File: src/rtl/pwm_cfg_pkg.sv
// Shared constants and types for the PWM configuration register bank.
// Define PWM_CFG_LOCK_EN to map the port-1 write lock register at ADDR_LOCK.
package pwm_cfg_pkg;

   localparam int ADDR_W = 7;
   localparam int DATA_W = 8;

   localparam logic [ADDR_W-1:0] ADDR_OUT_LO = 7'h00;
   localparam logic [ADDR_W-1:0] ADDR_OUT_HI = 7'h01;
   localparam logic [ADDR_W-1:0] ADDR_PWM_LO = 7'h02;
   localparam logic [ADDR_W-1:0] ADDR_PWM_HI = 7'h03;
   localparam logic [ADDR_W-1:0] ADDR_DUTY   = 7'h04;
   localparam logic [ADDR_W-1:0] ADDR_RAMP   = 7'h05;
   localparam logic [ADDR_W-1:0] ADDR_LOCK   = 7'h06;

   localparam int RAMP_EN_BIT   = 0;
   localparam int RAMP_WRAP_BIT = 1;

`ifdef PWM_CFG_LOCK_EN
   localparam logic [ADDR_W-1:0] ADDR_LAST = ADDR_LOCK;
`else
   localparam logic [ADDR_W-1:0] ADDR_LAST = ADDR_RAMP;
`endif

   // Round-robin pointer: names the external port that wins a tie.
   typedef enum logic {
      RR_P0 = 1'b0,
      RR_P1 = 1'b1
   } rr_ptr_t;

   function automatic logic addr_mapped(input logic [ADDR_W-1:0] addr);
      return addr <= ADDR_LAST;
   endfunction

endpackage

File: src/rtl/pwm_duty_ramp.sv
// Duty-cycle ramp engine: prescaler, single pending step, and the next duty
// value with saturate-at-0xFF or wrap-to-0x00 behaviour.
module pwm_duty_ramp
   import pwm_cfg_pkg::*;
#(
   parameter int RAMP_DIV = 256,
   parameter int PRESC_W  = 16
) (
   input  logic              clk,
   input  logic              rst,
   input  logic              enable,
   input  logic              wrap,
   input  logic [DATA_W-1:0] duty,
   input  logic              grant,
   output logic              req,
   output logic [DATA_W-1:0] next_duty,
   output logic              suppress
);

   localparam logic [PRESC_W-1:0] PRESC_LAST = PRESC_W'(RAMP_DIV - 1);

   logic [PRESC_W-1:0] presc;
   logic               pending;
   logic               tc;

   assign tc = (presc == PRESC_LAST);

   // A fresh terminal count wins over a same-cycle grant; pending never counts above one.
   always_ff @(posedge clk or negedge rst) begin
      if (!rst) begin
         presc   <= '0;
         pending <= 1'b0;
      end else if (!enable) begin
         presc   <= '0;
         pending <= 1'b0;
      end else begin
         presc <= tc ? '0 : presc + PRESC_W'(1);
         if (tc) begin
            pending <= 1'b1;
         end else if (grant) begin
            pending <= 1'b0;
         end
      end
   end

   assign req       = pending;
   assign next_duty = duty + DATA_W'(1);
   assign suppress  = (duty == {DATA_W{1'b1}}) && !wrap;

endmodule

File: src/rtl/pwm_cfg_arbiter.sv
// PWM / output-enable configuration bank with a round-robin shared write port.
// Optional build macro PWM_CFG_LOCK_EN adds a lock register gating port-1 writes.
module pwm_cfg_arbiter
   import pwm_cfg_pkg::*;
#(
   parameter int RAMP_DIV = 256,
   parameter int PRESC_W  = 16
) (
   input  logic              clk,
   input  logic              rst,
   input  logic              p0_valid,
   output logic              p0_ready,
   input  logic [ADDR_W-1:0] p0_addr,
   input  logic [DATA_W-1:0] p0_data,
   input  logic              p1_valid,
   output logic              p1_ready,
   input  logic [ADDR_W-1:0] p1_addr,
   input  logic [DATA_W-1:0] p1_data,
   output logic [DATA_W-1:0] en_reg_out_7_0,
   output logic [DATA_W-1:0] en_reg_out_15_8,
   output logic [DATA_W-1:0] en_reg_pwm_7_0,
   output logic [DATA_W-1:0] en_reg_pwm_15_8,
   output logic [DATA_W-1:0] pwm_duty_cycle,
   output logic [DATA_W-1:0] ramp_ctrl,
   output logic              wr_err
);

   // Handshake: a write transfers on a rising edge with valid && ready; ready is
   // combinational from valid and the pointer, and addr/data are held while stalled.

   rr_ptr_t           rr_state;
   rr_ptr_t           rr_next;
   logic              g0;
   logic              g1;
   logic              ext_grant;
   logic [ADDR_W-1:0] wr_addr;
   logic [DATA_W-1:0] wr_data;
   logic              wr_blocked;
   logic              wr_ok;
   logic              err_next;
   logic              ramp_req;
   logic              ramp_suppress;
   logic              ramp_grant;
   logic              ramp_we;
   logic [DATA_W-1:0] ramp_duty;

   always_ff @(posedge clk or negedge rst) begin
      if (!rst) begin
         rr_state <= RR_P0;
      end else begin
         rr_state <= rr_next;
      end
   end

   always_comb begin
      rr_next = rr_state;
      if (g0) begin
         rr_next = RR_P1;
      end else if (g1) begin
         rr_next = RR_P0;
      end
   end

   always_comb begin
      g0 = p0_valid && (!p1_valid || (rr_state == RR_P0));
      g1 = p1_valid && (!p0_valid || (rr_state == RR_P1));
   end

   assign p0_ready  = g0;
   assign p1_ready  = g1;
   assign ext_grant = g0 || g1;
   assign wr_addr   = g1 ? p1_addr : p0_addr;
   assign wr_data   = g1 ? p1_data : p0_data;

`ifdef PWM_CFG_LOCK_EN
   logic lock;

   always_ff @(posedge clk or negedge rst) begin
      if (!rst) begin
         lock <= 1'b0;
      end else if (wr_ok && (wr_addr == ADDR_LOCK)) begin
         lock <= wr_data[0];
      end
   end

   // The lock register itself stays writable so port 1 can release it.
   assign wr_blocked = g1 && lock && (wr_addr <= ADDR_RAMP);
`else
   assign wr_blocked = 1'b0;
`endif

   assign wr_ok    = ext_grant && addr_mapped(wr_addr) && !wr_blocked;
   assign err_next = ext_grant && !wr_ok;

   // An external duty write consumes the pending step so it is dropped, not deferred.
   assign ramp_grant = ramp_req && (!ext_grant || (wr_ok && (wr_addr == ADDR_DUTY)));
   assign ramp_we    = ramp_req && !ext_grant && !ramp_suppress;

   pwm_duty_ramp #(
      .RAMP_DIV (RAMP_DIV),
      .PRESC_W  (PRESC_W)
   ) u_ramp (
      .clk       (clk),
      .rst       (rst),
      .enable    (ramp_ctrl[RAMP_EN_BIT]),
      .wrap      (ramp_ctrl[RAMP_WRAP_BIT]),
      .duty      (pwm_duty_cycle),
      .grant     (ramp_grant),
      .req       (ramp_req),
      .next_duty (ramp_duty),
      .suppress  (ramp_suppress)
   );

   always_ff @(posedge clk or negedge rst) begin
      if (!rst) begin
         en_reg_out_7_0  <= '0;
         en_reg_out_15_8 <= '0;
         en_reg_pwm_7_0  <= '0;
         en_reg_pwm_15_8 <= '0;
         pwm_duty_cycle  <= '0;
         ramp_ctrl       <= '0;
         wr_err          <= 1'b0;
      end else begin
         wr_err <= err_next;
         if (wr_ok) begin
            case (wr_addr)
               ADDR_OUT_LO: en_reg_out_7_0  <= wr_data;
               ADDR_OUT_HI: en_reg_out_15_8 <= wr_data;
               ADDR_PWM_LO: en_reg_pwm_7_0  <= wr_data;
               ADDR_PWM_HI: en_reg_pwm_15_8 <= wr_data;
               ADDR_DUTY:   pwm_duty_cycle  <= wr_data;
               ADDR_RAMP:   ramp_ctrl       <= wr_data;
               default:     ;
            endcase
         end else if (ramp_we) begin
            pwm_duty_cycle <= ramp_duty;
         end
      end
   end

endmodule

File: config.mk
export PLATFORM = sky130hd
export DESIGN_NAME = pwm_cfg_arbiter
export DESIGN_NICKNAME = d
export VERILOG_FILES = /design/src/rtl/pwm_cfg_pkg.sv /design/src/rtl/pwm_duty_ramp.sv /design/src/rtl/pwm_cfg_arbiter.sv
export SDC_FILE = /design/constraint.sdc
export NUM_CORES = 1
export LEC_CHECK = 0
export BUFFER_PORTS_ARGS = -buffer_cell sky130_fd_sc_hd__buf_4
export CAP_MARGIN = 20
export CORE_UTILIZATION = 50
export DETAILED_ROUTE_END_ITERATION = 16
export PLACE_DENSITY_LB_ADDON = 0.1
export SLEW_MARGIN = 30
export SYNTH_ARGS = -nofsm -noshare
export SYNTH_HDL_FRONTEND = slang
export SYNTH_SLANG_ARGS = --single-unit
File: constraint.sdc
create_clock -name clk -period 2.3 [get_ports clk]
set_clock_uncertainty 0.1 [all_clocks]
set_input_delay 0.23 -clock clk [delete_from_list [all_inputs] [get_ports clk]]
set_output_delay 0.23 -clock clk [all_outputs]
set_load 0.005 [all_outputs]
==> results.ini <==
[grt]
track_usage_pct=23.3
grt_overflow=0
top_usage_layer=met2
use_met3_pct=4.59
grt_pass1_wl_mm=11.6
met2_usage_pct=39.7
first_global_vias=2388
antenna_found_initial=0
gr-usage-met1_pct=28.9
grt_max_degree=68

[timing]
rsz0062_at_grt=no
fmax_mhz=492
fin_ws_ps=269
slew_violations=0
worst_pin_slew_ps=848
finalHoldViolCount=0
setup_tns_ps=0
finalSetupViolations=0
fin_crit_ps=2030
post-route-period-util_pct=88.3
slew-limit-headroom_pct=43.5

[layout]
final_area_mm2=0.00428
utilization_pct=67.9
final_nets=408
final_layout_size_suffix_gt1_share_pct=34.6
diodes=0
area_growth_pct=31.3

[clocking]
worstSkewPairLatency_ps=340
root_buffer=clkbuf_8
cts_tree=built
cts_buffers=9
cts_max_path_buffers=2
cts_sinks=67
path_clk_slew_ps=70
htree_levels=3

[critical_path]
cp.arrival_ps=2180
crit_type=flop to flop
endpoint_kind=flop
crit_fanout=7
start_kind=flop
required_ps=2450

[routing]
ant_nets=0
drtIter0Drc=71
vias=2492
wl_mm=7.47
wire_per_inst_um=16.5
drcViolationCount=0
firstDrtPassIters=4
avgViaCountPerCell=5.50

[floorplan]
dieArea_mm2=0.00685
die_x_um=82.8
ios=85
initial_core_util_pct=51.7
rows=29
coreArea_mm2=0.00631
die_y_um=82.8

[synth]
yosys.area.top_type=dfrtp_1
synth_seq_cells=67
yosysWarnings=0
yosys-top-cells-area=dfrtp_1 (51%), mux2_1 (12%), mux2_2 (4.1%)
syn_area_mm2=0.00326
synth_ff_type=dfrtp_1
synth_top_area_share_pct=51.4
avgSynthCellArea_um2=11.7
synthesis.instances=278
async_flop_share_pct=100
yosysSeqAreaShare_pct=51.4
synth_edf_count=0
synth_nets=314
yosys.cell_types.count=46

[power]
sequentialPowerShare_pct=43.5
p_leak_nw=2.06
p_comb_share_pct=15.4
intPower_w=0.00239
vdd_drop_max_mv=0.527
clkPwrFrac_pct=41.1
p_per_area_mw_per_mm2=730
swShare_pct=23.5
p_switching_w=0.000735

[status]
status=finished clean

[placement]
dp.final_hpwl_mm=5.41
gp_congestion=0.887
placed_cell_area_mm2=0.00401
port-buffer-count=84
pre_cts_ws_ps=52.7

[run]
cap_violations=0

[worst_hold_path]
min_path_type=input port to flop

## flip-flops by register name, summed over array words and instances, names as in the netlist
signal and count:
en_reg_out_15_8 8, en_reg_out_7_0 8, en_reg_pwm_15_8 8, en_reg_pwm_7_0 8, pwm_duty_cycle 8, ramp_ctrl 8, rr_state 1, u_ramp.presc 16
u_ramp.req 1, wr_err 1
## logic make-up after synthesis
| group | synth area share [%] |
|---|---|
| xor+xnor | 3.22 |
| compound gates | 8.52 |
| flops | 51.4 |
| fa+ha+maj | 0.767 |
| mux | 18.7 |
| simple gates | 14.8 |
| buf+inv | 2.53 |
## metrics by stage
step,total power (W),std cells,hold slack [ps]
after detailed placement,0.00187,437,291
after global routing,0.00327,453,44.0
final,0.00313,453,52.8
after CTS,0.00316,453,34.1
after global placement,0.00186,437,283
after floorplan,0.00156,278,-166
## placed cells by master, fill, tap and decap left out, types with 2 or more instances in the layout
master,synthesis,layout
a21o_1,3,3
a21oi_1,3,3
a22oi_1,3,3
and2_1,2,2
and3_1,2,2
and4_1,3,3
buf_4,2,91
bufinv_16,0,4
clkbuf_8,0,9
dfrtp_1,67,67
ha_1,2,2
inv_1,8,8
mux2_1,36,36
mux2_2,12,12
mux2i_1,7,7
nand2_1,13,13
nand3_1,8,8
nand4_1,7,7
nand4b_1,3,3
nor2_1,26,26
nor2b_1,4,4
nor3_1,5,5
nor3b_1,2,2
nor3b_2,2,2
nor4_1,4,4
o2111ai_1,2,2
o21ai_0,2,2
o21ai_1,11,11
o2bb2ai_1,3,3
or3_1,2,2
xnor2_1,6,6
xor2_1,6,6
## metal layers
layer / vias to the layer above / wire length [um]
li1: 1190 / -
met1: 1232 / 3270
met2: 62 / 3720
met3: 8 / 363
met4: 0 / 106
met5: - / 0
## power by group through the flow
| stage | Clock [W] | Combinational (W) | Sequential (W) |
|---|---|---|---|
| finish | 0.00129 | 0.000481 | 0.00136 |
| global route | 0.00136 | 0.000535 | 0.00138 |
| CTS | 0.00131 | 0.000491 | 0.00136 |
| detailed placement | 0 | 0.000487 | 0.00138 |
| global placement | 0 | 0.000477 | 0.00138 |
| floorplan | 0 | 0.000177 | 0.00138 |
## layout make-up
class	instances	area [um2]
inverters	9	33.8
flip-flops and latches	67	1680
fillers	501	2030
repair buffers	93	713
well taps	77	96.3
clock buffers	9	124
multi-input cells	192	1500
clock inverters	6	138
## worst max-delay path, cell delays in order (launching register included)
cell and delay, ps:
dfrtp_1 430, ha_1 220, nand4_1 250, o311ai_1 350, buf_4 180, o211a_4 200
nor3b_2 60, nor3_2 150
## final timing paths
check | start | endpoint | slack, ps | cells past startpoint
worst max-delay path | pwm_duty_cycle[0]$_DFFE_PN0P_ | pwm_duty_cycle[0]$_DFFE_PN0P_ | 270 | 7
worst min-delay path | p1_valid | rr_state$_DFFE_PN0P_ | 50 | 2
worst max register to register | pwm_duty_cycle[0]$_DFFE_PN0P_ | pwm_duty_cycle[0]$_DFFE_PN0P_ | 270 | 7
worst min register to register | u_ramp.presc[0]$_DFF_PN0_ | u_ramp.presc[0]$_DFF_PN0_ | 350 | 1
max in group asynchronous | rst | u_ramp.presc[2]$_DFF_PN0_ | 1080 | 2
min in group asynchronous | rst | wr_err$_DFF_PN0_ | 440 | 2
## Yosys cell counts, types with 4 or more instances
| master | number |
|---|---|
| nor4_1 | 4 |
| xor2_1 | 6 |
| nor3_1 | 5 |
| dfrtp_1 | 67 |
| mux2i_1 | 7 |
| nand4_1 | 7 |
| o21ai_1 | 11 |
| nor2_1 | 26 |
| inv_1 | 8 |
| clkbuf_1 | 5 |
| mux2_1 | 36 |
| xnor2_1 | 6 |
| nor2b_1 | 4 |
| mux2_2 | 12 |
| nand3_1 | 8 |
| nand2_1 | 13 |
## what timing repair did
| action | CTS | global route |
|---|---|---|
| hold buffers | 1 | 0 |
| setup buffers | 0 | 0 |
| hold endpoints to repair | 67 | 0 |
| resized for setup | 0 | 0 |
Power figures use the tool's default switching activity.
